**src/rtl/svf_ctrl.sv**
```systemverilog
// Sequencer and config front-end for one state-variable-filter datapath.
// Optional build macro SVF_CTRL_OVERSAMPLE_EN runs two filter passes per sample.
module svf_ctrl #(
    parameter int unsigned W       = 21,
    parameter int unsigned TIMEOUT = 8,
    parameter int unsigned CNT_W   = 16
) (
    input  logic             clk,
    input  logic             rst_n,
    input  logic             tick,
    input  logic             in_valid,
    output logic             in_ready,
    input  logic [W-1:0]     in_data,
    output logic             out_valid,
    input  logic             out_ready,
    output logic [W-1:0]     out_data,
    input  logic             cfg_we,
    input  logic [1:0]       cfg_addr,
    input  logic [W-1:0]     cfg_wdata,
    output logic             svf_rst,
    output logic             svf_in_valid,
    output logic [W-1:0]     svf_F,
    output logic [W-1:0]     svf_Q,
    output logic [W-1:0]     svf_x,
    output logic [1:0]       svf_sel,
    input  logic [W-1:0]     svf_y,
    input  logic             svf_out_valid,
    output logic [CNT_W-1:0] underrun_cnt,
    output logic [CNT_W-1:0] overrun_cnt,
    output logic             err
);

    localparam int unsigned   TW    = $clog2(TIMEOUT + 1);
    localparam logic [W-1:0]  Q_ONE = W'(32'h0001_0000);

    typedef enum logic [1:0] {
        S_IDLE   = 2'd0,
        S_ISSUE  = 2'd1,
        S_WAIT   = 2'd2,
        S_OUTPUT = 2'd3
    } state_t;

    state_t        state;
    logic [TW-1:0] timer;
    logic [W-1:0]  f_sh;
    logic [W-1:0]  q_sh;
    logic [1:0]    mode_sh;
    logic          en_sh;
`ifdef SVF_CTRL_OVERSAMPLE_EN
    logic          second_pass;
`endif

    logic clr_c;
    logic take_c;

    // Clear beats a coincident tick; sample accept is decided from tick/state only.
    assign clr_c    = cfg_we && (cfg_addr == 2'd3) && cfg_wdata[1];
    assign take_c   = (state == S_IDLE) && tick && en_sh && !clr_c;
    assign in_ready = take_c;

    always_ff @(posedge clk or negedge rst_n) begin
        if (!rst_n) begin
            state        <= S_IDLE;
            timer        <= '0;
            f_sh         <= '0;
            q_sh         <= Q_ONE;
            mode_sh      <= 2'd0;
            en_sh        <= 1'b0;
            out_valid    <= 1'b0;
            out_data     <= '0;
            svf_rst      <= 1'b0;
            svf_in_valid <= 1'b0;
            svf_F        <= '0;
            svf_Q        <= Q_ONE;
            svf_x        <= '0;
            svf_sel      <= 2'd0;
            underrun_cnt <= '0;
            overrun_cnt  <= '0;
            err          <= 1'b0;
`ifdef SVF_CTRL_OVERSAMPLE_EN
            second_pass  <= 1'b0;
`endif
        end else begin
            svf_rst      <= 1'b0;
            svf_in_valid <= 1'b0;

            // Shadow registers track CPU writes immediately.
            if (cfg_we) begin
                case (cfg_addr)
                    2'd0: f_sh    <= cfg_wdata;
                    2'd1: q_sh    <= cfg_wdata;
                    2'd2: mode_sh <= cfg_wdata[1:0];
                    2'd3: en_sh   <= cfg_wdata[0];
                endcase
            end

            if (clr_c) begin
                svf_rst      <= 1'b1;
                err          <= 1'b0;
                underrun_cnt <= '0;
                overrun_cnt  <= '0;
                out_valid    <= 1'b0;
                timer        <= '0;
                state        <= S_IDLE;
            end else begin
                if (tick && (state != S_IDLE) && (overrun_cnt != '1))
                    overrun_cnt <= overrun_cnt + 1'b1;

                case (state)
                    S_IDLE: begin
                        if (take_c) begin
                            svf_x   <= in_valid ? in_data : '0;
                            svf_F   <= f_sh;
                            svf_Q   <= q_sh;
                            svf_sel <= mode_sh;
                            if (!in_valid && (underrun_cnt != '1))
                                underrun_cnt <= underrun_cnt + 1'b1;
`ifdef SVF_CTRL_OVERSAMPLE_EN
                            second_pass <= 1'b0;
`endif
                            state <= S_ISSUE;
                        end
                    end
                    S_ISSUE: begin
                        svf_in_valid <= 1'b1;
                        timer        <= '0;
                        state        <= S_WAIT;
                    end
                    S_WAIT: begin
                        if (svf_out_valid) begin
`ifdef SVF_CTRL_OVERSAMPLE_EN
                            if (!second_pass) begin
                                second_pass <= 1'b1;
                                state       <= S_ISSUE;
                            end else begin
                                out_data  <= svf_y;
                                out_valid <= 1'b1;
                                state     <= S_OUTPUT;
                            end
`else
                            out_data  <= svf_y;
                            out_valid <= 1'b1;
                            state     <= S_OUTPUT;
`endif
                        end else if (timer == TW'(TIMEOUT - 1)) begin
                            err   <= 1'b1;
                            state <= S_IDLE;
                        end else begin
                            timer <= timer + 1'b1;
                        end
                    end
                    S_OUTPUT: begin
                        if (out_ready) begin
                            out_valid <= 1'b0;
                            state     <= S_IDLE;
                        end
                    end
                endcase
            end
        end
    end

endmodule

```
**config.mk**
```make
export PLATFORM = sky130hd
export DESIGN_NAME = svf_ctrl
export DESIGN_NICKNAME = d
export VERILOG_FILES = /design/src/rtl/svf_ctrl.sv
export SDC_FILE = /design/constraint.sdc
export NUM_CORES = 1
export LEC_CHECK = 0
export BUFFER_PORTS_ARGS = -buffer_cell sky130_fd_sc_hd__buf_2
export CORE_ASPECT_RATIO = 0.8
export CORE_UTILIZATION = 28
export CTS_CLUSTER_DIAMETER = 100
export DETAILED_ROUTE_END_ITERATION = 6
export PLACE_DENSITY = 0.52
export SLEW_MARGIN = 20
export SYNTH_ARGS = -nofsm -noshare
export SYNTH_HDL_FRONTEND = slang
export SYNTH_SLANG_ARGS = --single-unit
```
**constraint.sdc**
```tcl
create_clock -name clk -period 2.6 [get_ports clk]
set_input_delay 0.39 -clock clk [delete_from_list [all_inputs] [get_ports clk]]
set_output_delay 0.39 -clock clk [all_outputs]
set_load 0.02 [all_outputs]
```
# Word-level counts from Yosys, hierarchy flattened
# Index checks and enable logic that the tools add are counted.
# op_classes
add_sub_neg	3
n_eq_ne	16
muxes	28
bitwise_logic	1
n_reduce_logical	32
# ops
cell	count
two-way mux 16 bit	6
adder 16 x 1 -> 16 bit, second input constant	2
inequality test 16 bit, second input constant	2
two-way mux 21 bit	1
AND reduction 3 bit	7
inequality test 3 bit, second input constant	5
nonzero test 2 bit	7
two-way mux 4 bit	3
two-way mux 1 bit	10
two-way mux 2 bit	5
equality test 2 bit, second input constant	4
logical AND 1 bit	8
case mux 2 bit (4 select lines)	1
case mux 4 bit (2 select lines)	1
AND reduction 2 bit	4
nonzero test 3 bit	2
adder 4 x 1 -> 4 bit, second input constant	1
equality test 2 x 1 -> 1 bit, second input constant	2
equality test 4 x 3 -> 1 bit, second input constant	1
zero test 2 bit	2
inequality test 4 bit, second input constant	1
zero test 1 bit	2
inequality test 2 x 1 -> 1 bit, second input constant	1
case mux 1 bit (2 select lines)	1
inverter 1 bit	1
# totals
regBits	173
in_bits	72
out_inout_bits	123
elab_cells	97

# Logic depth before layout (Yosys ltp)
# Gate-level depths: netlist of run 1.
# logic_depth
ltp_word	8
ltp_mapped	7
depth_no_buf	5

# Worst setup path before layout of run 1
# No wires, ideal clock.
# synth_timing
kind	reg2reg
start	reg overrun_cnt[5]
end	reg overrun_cnt[13]
setup_ps	78
t_arrival_ps	1912
t_required_ps	2522
path_slack_ps	610
path_stages_with_launch	6
path_buffers	1
period_less_slack_ps	1990
cell_sequence	dfrtp_1 nand4_1 or4_1 buf_2 or4_1 a21oi_1
# synth_between
elab_chain_cells	3
word_cells_on_any_way	6
cone_classes	add/sub: 1; eq/ne: 1; mux: 2; reduce/logical: 2
# synth_lines
element	line	rtl
start: declaration	29	output logic [CNT_W-1:0] overrun_cnt,
start signal: assignment	107	overrun_cnt <= overrun_cnt + 1'b1;
adder 16 x 1 -> 16 bit / inequality test 16 bit (equally long branches)	107, 106	
two-way mux 16 bit / logical AND 1 bit (equally long branches)	106	if (tick && (state != S_IDLE) && (overrun_cnt != '1))
two-way mux 16 bit / nonzero test 2 bit (equally long branches)	-	
# Parallel ways exist; a longest one is shown, timed or not. The select of a mux whose other input is x is not followed.
# A chain may end at the register's enable or synchronous reset.

# Worst setup path in the final report of run 1
# layout_timing
start	reg state[1]
end	out in_ready
# layout_between
elab_chain_cells	4
# layout_lines
element	line	rtl
start: declaration	43	state_t state;
start signal: assignment	63	state <= S_IDLE;
start signal: assignment	104	state <= S_IDLE;
start signal: assignment	121	state <= S_ISSUE;
zero test 2 bit	58	assign take_c = (state == S_IDLE) && tick && en_sh && !clr_c;
logical AND 1 bit (3 in series)	58	
end: declaration	12	output logic in_ready,
# Every way passes these cells.

==> results.ini, run 1 <==
[routing]
vias_per_cell = 4.692
detail_route.wl_per_cell_um = 16.04
vias = 5293
route.met3.wl_um = 1542
firstDrtPassIters = 4
ant_nets = 0
wl_met2_um = 7672
wirelength_um = 18090
drtIter0Drc = 245
top_layer = met5
drc = 0
drt-met1-wl_um = 8665

[setup_path]
cp-end-kind = output pin
cp_max_fo = 11
cp.arrival_ns = 2.03
critPathLaunchType = flop
reg2reg_slack_ns = 0.36
path_class = flop to output pin
crit_family = simple AND/OR/NAND/NOR gates
crit_chain = and4bb_2, nand2_4, inv_2, buf_2
path_buf_inv = 2
max_stage_delay_ns = 0.50
cp_slowest_cell = dfrtp_1
crit_required_ns = 2.21

[sta]
tightest_slew_ns = 0.6755
final_max_slew_viol_count = 0
finalCriticalPeriod_ns = 2.418
fin_skew_ns = 0.01397
period_share = 0.9301
setup_tns_ns = 0
maxSlewHeadroom = 0.5462
fmax_mhz = 413.5
finalHoldViolations = 0
rsz0062_at_grt = false
setup_viol = 0

[clock_network]
cts_buffers = 17
htreeDepth = 4
cts_tree = yes
cts_buffer_depth = 2
cts.sinks = 173
clk_pin_slew_ns = 0.08
cts_resized = 0
clkLatencyLatePin_ns = 0.44
ctsRootBufferMaster = clkbuf_16

[flow_run]
drv_cap = 0

[global_route]
grt_usage = 0.1420
antenna_found_initial = 1
grt_pass1_vias = 5299
grt_overflow = 0
grt_max_degree = 59
grt_pass1_wl_um = 29390

[logic_synthesis]
synthesis.area_mm2 = 0.007234
ys_ff_latch = 173
syn_area_per_cell_um2 = 12.37
synthArstFlopShare = 1.000
ys.flop_type = dfrtp_1
ys_seq_area_frac = 0.5988
yosysTopAreaCellShare = 0.5915
synth_top_cell_by_area = dfrtp_1
yosys_warnings = 0
synthesis.nets = 660
synth_edf_count = 0
netlist_instances = 585
synthTopCellsByArea = dfrtp_1 (59%), mux2_2 (17%), nand2_1 (3.4%), o21ai_0 (2.4%), a21oi_1 (2.0%)
yosysUniqueCellTypes = 44

[floorplan]
die_height_um = 145.8
num_rows = 52
die-area_mm2 = 0.02649
io_pins = 195
die_x_um = 181.7
start_util = 0.2858
coreArea_mm2 = 0.02531

[layout]
nets = 866
antennaDiodeCount = 0
seq_area_mm2 = 0.004332
drive_gt1_frac = 0.4527
n_fill_cell = 2550
area_growth_pct = 28.52
fin_util = 0.3674
multi_input_area_mm2 = 0.002769

[pwr]
p_per_area_mw_per_mm2 = 1067
vdd_ir_drop_max_v = 0.0005548
leakagePower_nw = 4.319

[place]
io_buffer_count = 194
hpwl_um = 12760
gp_congestion = 0.7868

[min_path]
hold_class = input pin to flop

[run_status]
outcome = finished, final reports clean

==> placed cells by master (no fill, tap or decap), drive strengths merged, types with 15 or more instances in the layout <==
cell type,count
buf,214
mux2,110
a21oi,29
nand4,15
dfrtp,171
clkbuf,17
nand2,65
or4,18
o21ai,35
==> stage by stage <==
stage	worst slack (ns)	std cells	hold slack, ns	power, W	cell area (um^2)
finish	0.1818	1128	0.1810	0.009921	9298
CTS	0.1188	1128	0.1501	0.01011	9298
global route	0.06871	1128	0.1637	0.01055	9298
floorplan	0.6098	585	0.09441	0.006157	7234
global placement	0.4312	1095	0.4196	0.007392	8697
detailed placement	0.4083	1095	0.4156	0.007442	8697
==> cell usage after synthesis, drive strengths merged, types with 2 or more instances <==
cell type,count
dfrtp,171
mux2,110
nand2,65
o21ai,35
a21oi,29
or4,18
clkbuf,16
nand4,15
nand3,14
buf,12
nor2,12
or3,12
o31ai,11
inv,6
and3,5
nand2b,5
nor3,5
and4,4
o211ai,4
ha,3
nand3b,3
nor4,3
o311ai,3
o41ai,3
xor2,3
and4b,2
dfstp,2
mux2i,2
nor3b,2
==> cell families (layout without fill, tap and decap cells) <==
kind of cell / count (synthesis) / count (layout) / synth area share
simple gates: 170 / 170 / 0.1263
fa+ha+maj: 3 / 3 / 0.005189
compound gates: 89 / 89 / 0.07195
flops: 173 / 173 / 0.5988
buf+inv: 35 / 254 / 0.02024
xor+xnor: 3 / 3 / 0.003633
mux: 112 / 112 / 0.1740
==> where the power goes <==
group	switching, W	leakage, nW	total, W	internal [W]
logic	0.00193	1.88	0.00327	0.00134
registers	0.000481	2.15	0.00407	0.00359
clock network	0.00121	0.284	0.00258	0.00137
==> flip-flops by register name (all words and copies together), names as in the netlist, 2 cells and up <==
| signal | flops |
|---|---|
| underrun_cnt | 16 |
| state | 2 |
| overrun_cnt | 16 |
| f_sh | 21 |
| svf_Q | 21 |
| out_data | 21 |
| mode_sh | 2 |
| timer | 4 |
| svf_F | 21 |
| q_sh | 21 |
| svf_sel | 2 |
| svf_x | 21 |
==> worst register-to-register path, cell delays in order, from the launching register on <==
cell and delay (ns):
dfrtp_1 0.50, nand4bb_1 0.40, or3_1 0.57, or4_1 0.54, a21oi_1 0.15
==> layout make-up <==
class                           instances  share of cell area
Timing Repair Buffer                  215              0.1264
Clock inverter                         15             0.01776
Inverter                                7            0.002826
Clock buffer                           17             0.04575
Sequential cell                       173              0.4659
Tap cell                              324             0.04360
Multi-Input combinational cell        377              0.2978
==> layer usage <==
layer  up-vias  global-route usage
li1       2553                   -
met1      2565              0.1899
met2       150              0.2060
met3        23             0.06306
met4         2             0.04068
met5         -                   0
==> worst paths after layout <==
| check | start | to | cells past startpoint |
|---|---|---|---|
| min in group asynchronous | rst_n | q_sh[20] | 2 |
| worst min register to register | svf_x[3] | svf_x[3] | 2 |
| worst max register to register | state[1] | underrun_cnt[8] | 4 |
| worst max-delay path | state[1] | in_ready | 4 |
| worst min-delay path | svf_y[17] | out_data[17] | 2 |
| max in group asynchronous | rst_n | svf_Q[3] | 3 |
==> repair_timing <==
item                                   in CTS  in global routing
hold buffers                                1                  0
endpoints found under the hold margin      51                  0
setup buffers                               0                  0
(Power assumes the default switching activity.)
==> inputs of run 2 (changes only) <==
- ABC_AREA: unset -> 1
- PLACE_DENSITY: 0.52 -> 0.53
- clock period: 2.6 -> 2.1 ns (I/O delays scaled with it)
==> run 2 against run 1 <==
Synthesized cell count increased by 55%. Sequential power is 20% higher. Wire length rose by 9.1%. Sequential share of layout area shrank 1.3 points. Utilization shrank 0.47 points. Die area rose by 4.6%. Clock power is 21% higher. First-iteration DRC count is 76% higher. Critical endpoint unchanged. Hold slack lost 0.10 ns. Combinational power is 10% higher.
==> results.ini, run 2 <==
[run_status]
outcome = finished, final reports clean

[sta]
finalHoldViolations = 0  ; unchanged
fin_skew_ns = 0.01039  ; -0.003580 ns
setup_viol = 0  ; unchanged
fmax_mhz = 520.6
finalCriticalPeriod_ns = 1.921
tightest_slew_ns = 0.4734  ; -0.2021 ns
setup_tns_ns = 0  ; unchanged
maxSlewHeadroom = 0.6844  ; +0.1382
period_share = 0.9147
hold_ws_ns = 0.07672  ; -0.1043 ns
final_max_slew_viol_count = 0  ; unchanged
rsz0062_at_grt = false

[place]
hpwl_um = 13410  ; +5.1%
gp_congestion = 0.8564  ; +8.8%
io_buffer_count = 194  ; unchanged
dp.cells = 1438  ; +31%

[setup_path]
max_stage_delay_ns = 0.43  ; -0.07 ns
reg2reg_slack_ns = 0.22  ; -0.14 ns
cp_max_fo = 4  ; -7
crit_required_ns = 1.78  ; -0.43 ns
cp.arrival_ns = 1.61  ; -0.42 ns
path_class = flop to output pin
cp-end-kind = output pin
worst_path_most_repeated_cell = buf_4
crit_chain = nor2_2, buf_4, nand3_1, nor2_4, buf_4
cp_slowest_cell = dfrtp_1
path_buf_inv = 2  ; unchanged
critPathLaunchType = flop
crit_family = simple AND/OR/NAND/NOR gates

[layout]
final_cells = 1473  ; +31%
n_fill_cell = 2841  ; +11%
multi_input_area_mm2 = 0.002806  ; +1.4%
area_growth_pct = 26.44
seq_area_mm2 = 0.004332  ; unchanged
drive_gt1_frac = 0.2386  ; -0.2142
mostFrequentLayoutCells = nand2_1 (404), buf_2 (192), dfrtp_1 (171)
final_common_cell = nand2_1
nets = 1177  ; +36%

[logic_synthesis]
yosys.area_share.simple = 0.3089  ; +0.1826
ys_ff_latch = 173  ; unchanged
synth_fa_ha_area_frac = 0.004958  ; -0.0002307
synth_top_cell_by_area = dfrtp_1
synthesis.area_mm2 = 0.007571  ; +4.7%
ys.flop_type = dfrtp_1
synth_top_family_by_area = simple AND/OR/NAND/NOR gates
yosysTopAreaCellShare = 0.5652  ; -0.02629
yosysMostFrequentCell = nand2_1
synth_common_cells = nand2_1 (404), dfrtp_1 (171), nand3_1 (67)
netlist_instances = 905  ; +55%
ys_seq_area_frac = 0.5721  ; -0.02662
synth_edf_count = 0  ; unchanged
syn_area_per_cell_um2 = 8.366  ; -32%
yosysUniqueCellTypes = 32  ; -27%
synthTopCellsByArea = dfrtp_1 (57%), nand2_1 (20%), nand3_1 (4.4%), o21ai_0 (3.4%), inv_1 (2.6%)
synthesis.nets = 980  ; +48%
synth_compound_area_frac = 0.04181  ; -0.03014
synthArstFlopShare = 1.000  ; unchanged
synth_xor_area_frac = 0.01388  ; +0.01025
synth_mux_area_frac = 0  ; -0.1740
yosys_warnings = 0  ; unchanged

[floorplan]
start_util = 0.2869  ; +0.001017
coreArea_mm2 = 0.02639  ; +4.3%
num_rows = 53  ; +1.9%
io_pins = 195  ; unchanged
die_x_um = 185.8  ; +2.3%
die-area_mm2 = 0.02770  ; +4.6%
die_height_um = 149.1  ; +2.3%

[global_route]
antenna_found_initial = 2  ; +1
grt_util_met1 = 0.2101  ; +0.02018
gr-max-usage-layer = met2
grt_pass1_vias = 6045  ; +14%
grt_overflow = 0  ; unchanged
grt_max_degree = 77  ; +31%
grt_pass1_wl_um = 32010  ; +8.9%
grtUsageMet3 = 0.04663  ; -0.01643
gr-usage-met2 = 0.2160  ; +0.01008
grt_usage = 0.1480  ; +0.006029

[clock_network]
cts_buffers = 17  ; unchanged
cts_tree = yes
ctsRootBufferMaster = clkbuf_16
clkLatencyLatePin_ns = 0.43  ; about the same
htreeDepth = 4  ; unchanged
cts.sinks = 173  ; unchanged
cts_buffer_depth = 2  ; unchanged
clk_pin_slew_ns = 0.08  ; about the same

[routing]
wirelength_um = 19740  ; +9.1%
vias = 6439  ; +22%
vias_per_cell = 4.371  ; -6.8%
detail_route.wl_per_cell_um = 13.40  ; -16%
drc = 0  ; unchanged
firstDrtPassIters = 5  ; +1
drtIter0Drc = 432  ; +76%
ant_nets = 0  ; unchanged

[pwr]
vdd_ir_drop_max_v = 0.0005722  ; +3.1%
leakagePower_nw = 5.225  ; +21%
p_per_area_mw_per_mm2 = 1213  ; +14%

[min_path]
hold_class = input pin to flop

[flow_run]
drv_cap = 0  ; unchanged

run 2: what timing repair did:
action                     4_1_cts  5_1_grt
hold buffers                     1        0
cloned                           0        0
pin swaps                        1        1
hold endpoints to repair        24        0
setup endpoints to repair        1       15
setup buffers                    0        1
gates resized for setup          0        4
run 2: path summary, 6_finish.rpt:
| kind | start | end | cells past startpoint |
|---|---|---|---|
| hold reg to reg | svf_Q[16] | svf_Q[16] | 2 |
| max in group asynchronous | rst_n | svf_Q[16] | 3 |
| min in group asynchronous | rst_n | svf_x[19] | 2 |
| hold / removal | svf_y[4] | out_data[4] | 3 |
| setup / recovery | state[1] | in_ready | 5 |
| setup reg to reg | underrun_cnt[0] | underrun_cnt[10] | 10 |
run 2: cell type report:
type / count / share of cell area
Timing Repair Buffer: 216 / 0.1238
Tap cell: 357 / 0.04666
Clock buffer: 18 / 0.04588
Multi-Input combinational cell: 637 / 0.2932
Sequential cell: 173 / 0.4525
Clock inverter: 14 / 0.01542
Inverter: 57 / 0.02235
Antenna cell: 1 / 0.0002614
run 2: where the power goes:
part | internal, W | switching [W] | leakage [nW]
clock | 0.00162 | 0.00152 | 0.281
sequential | 0.00429 | 0.000579 | 2.24
combinational | 0.00119 | 0.00242 | 2.71
run 2: worst reg2reg max path, cell delays in order (launching register included):
cell and delay (ns):
dfrtp_1 0.46, ha_2 0.27, nand2_1 0.07, nor2_1 0.15, nand2_1 0.10, nor2_1 0.13, nand2_1 0.08, nand2_2 0.17
inv_2 0.17, nand3b_1 0.12, nand2_1 0.05
run 2: layer usage:
metal / wire [um] / part of all wire
met1: 9773 / 0.50
met2: 8441 / 0.43
met3: 1320 / 0.067
met4: 200 / 0.010
met5: 8 / 0.00041
run 2: through the flow:
step / setup slack, ns / util / instance area [um^2] / total power (W)
floorplan: 0.2786 / - / 7571 / 0.007164
global placement: 0.2292 / 0.3395 / 8960 / 0.008550
detailed placement: 0.1528 / 0.3395 / 8960 / 0.008601
CTS: 0.01834 / 0.3621 / 9557 / 0.01182
global route: 0.003479 / 0.3626 / 9570 / 0.01245
finish: 0.1791 / 0.3627 / 9573 / 0.01161
run 2: logic make-up after synthesis:
| group | count (synthesis) |
|---|---|
| buffers and inverters | 95 |
| flip-flops | 173 |
| AO/OA/AOI/OAI | 60 |
| AND/OR/NAND/NOR | 562 |
| XOR/XNOR | 12 |
| adder cells (fa/ha/maj) | 3 |
==> inputs of run 3 (changes only) <==
- RECOVER_POWER: unset -> 100
==> run 3 against run 2 <==
Sequential power hardly changed. Critical path depth stayed put. Critical endpoint unchanged. Fmax hardly changed. Cell area is 2.2% lower. Via count hardly changed. Clock skew hardly changed. First-iteration DRC count is 9.5% lower. Critical path type unchanged. Register-to-register slack worse by 0.04 ns. Clock-buffer cell count stayed put. Clock power hardly changed. Combinational power is 6.6% lower.
==> results.ini, run 3 (synthesized netlist as in run 2, its figures left out) <==
[layout]
area_growth_pct = 23.70
drive_gt1_frac = 0.1220  ; -0.1166
finalInstanceArea_mm2 = 0.009365  ; -2.2%
mostFrequentLayoutCells = nand2_1 (405), dfrtp_1 (171), clkbuf_1 (123)
nets = 1177  ; unchanged
final_common_cell = nand2_1
fin_util = 0.3548  ; -0.007870
final_cells = 1473  ; unchanged

[setup_path]
max_stage_delay_ns = 0.43  ; about the same
cp_max_fo = 4  ; unchanged
path_buf_inv = 2  ; unchanged
worst_path_most_repeated_cell = buf_4
cp-end-kind = output pin
crit_chain = nor2_2, buf_4, nand3_1, nor2_4, buf_4
critPathLaunchType = flop
crit_family = simple AND/OR/NAND/NOR gates
cp.arrival_ns = 1.60  ; about the same
cp_slowest_cell = dfrtp_1
crit_required_ns = 1.78  ; about the same
path_class = flop to output pin

[routing]
detail_route.wl_per_cell_um = 13.44  ; +0.27%
drc = 0  ; unchanged
vias_per_cell = 4.374  ; about the same
drtIter0Drc = 391  ; -9.5%
firstDrtPassIters = 5  ; unchanged
ant_nets = 0  ; unchanged
vias = 6443  ; +0.062%
wirelength_um = 19800  ; +0.27%

[floorplan]
die_x_um = 185.8  ; unchanged
io_pins = 195  ; unchanged
start_util = 0.2869  ; unchanged
coreArea_mm2 = 0.02639  ; unchanged
num_rows = 53  ; unchanged
die_height_um = 149.1  ; unchanged
die-area_mm2 = 0.02770  ; unchanged

[sta]
setup_viol = 0  ; unchanged
finalCriticalPeriod_ns = 1.920  ; -0.0009430 ns
setup_tns_ns = 0  ; unchanged
fmax_mhz = 520.8  ; about the same
finalHoldViolations = 0  ; unchanged
period_share = 0.9143  ; about the same
fin_skew_ns = 0.01072  ; +0.0003361 ns
final_max_slew_viol_count = 0  ; unchanged
setup_ws_ns = 0.1800  ; +0.0009430 ns
maxSlewHeadroom = 0.2637  ; -0.4207
tightest_slew_ns = 1.104  ; +0.6311 ns
rsz0062_at_grt = false

[global_route]
grt_usage = 0.1480  ; unchanged
antenna_found_initial = 2  ; unchanged
grt_max_degree = 77  ; unchanged
grt_overflow = 0  ; unchanged
grt_pass1_vias = 6045  ; unchanged
grt_pass1_wl_um = 32010  ; unchanged

[place]
dp.cells = 1438  ; unchanged
gp_congestion = 0.8564  ; unchanged
hpwl_um = 13410  ; unchanged
dpl-instance-area_mm2 = 0.008960  ; unchanged
dp_slack_ns = 0.1528  ; unchanged
io_buffer_count = 194  ; unchanged

[clock_network]
cts_tree = yes
cts.sinks = 173  ; unchanged
htreeDepth = 4  ; unchanged
clkLatencyLatePin_ns = 0.43  ; about the same
cts_buffers = 17  ; unchanged
ctsRootBufferMaster = clkbuf_16
clk_pin_slew_ns = 0.08  ; about the same
cts_buffer_depth = 2  ; unchanged

[pwr]
p_per_area_mw_per_mm2 = 1217  ; +0.31%
vdd_ir_drop_max_v = 0.0005693  ; -0.50%
leakagePower_nw = 4.747  ; -9.2%

[min_path]
hold_class = input pin to flop

[run_status]
outcome = finished, final reports clean

[flow_run]
drv_cap = 0  ; unchanged

==> run 3: through the flow <==
step                      total power (W)  hold slack, ns
final                             0.01140         0.07713
after global placement           0.008550          0.2064
after CTS                         0.01182         0.04755
after global routing              0.01222         0.05221
after detailed placement         0.008601          0.2051
after floorplan                  0.007164         0.01941
==> run 3: routing by layer <==
metal  routed length [um]  global-route usage  up-vias
li1                     -                   -     3251
met3                 1240             0.04663       14
met1                 9905              0.2101     3033
met2                 8446              0.2160      143
met5                    8                   0        -
met4                  196             0.03852        2
==> run 3: final cells by class <==
cell class / count / area (um^2)
multi-input combinational: 637 / 2793
fill: 2897 / 17030
inverter: 57 / 214.0
tap: 357 / 446.7
antenna: 1 / 2.502
clock buffer: 18 / 439.2
clock inverter: 14 / 147.6
sequential: 173 / 4332
timing repair buffer: 216 / 991.0
==> run 3: path summary, 6_finish.rpt <==
kind,startpoint,end,slack [ns],depth (start not counted)
min,svf_y[4],out_data[4],0.08,3
max in group asynchronous,rst_n,timer[3],0.38,3
max,state[1],in_ready,0.18,5
min in group asynchronous,rst_n,svf_x[19],0.31,2
min reg2reg,svf_Q[16],svf_Q[16],0.46,2
max reg2reg,overrun_cnt[0],overrun_cnt[8],0.18,8
==> run 3: worst reg2reg max path, stage by stage, from the launching register on <==
cell and delay [ns]:
dfrtp_1 0.44, ha_1 0.27, nand3_1 0.16, inv_1 0.12, nand2_1 0.09, o21a_2 0.32
clkbuf_2 0.23, nand3b_1 0.12, nand2_1 0.06
==> run 3: repair_timing <==
item,in CTS,in global routing
pin swaps,1,1
cloned,0,0
endpoints found under the setup margin,1,15
buffers inserted,0,1
gates resized for setup,0,4
hold buffers,1,0
hold endpoints to repair,24,0
==> run 3: power breakdown <==
| group | internal [W] | leakage [nW] | switching (W) | total [W] |
|---|---|---|---|---|
| sequential | 0.00429 | 2.24 | 0.000602 | 0.00489 |
| combinational | 0.000957 | 2.23 | 0.00242 | 0.00337 |
| clock | 0.00162 | 0.281 | 0.00151 | 0.00313 |
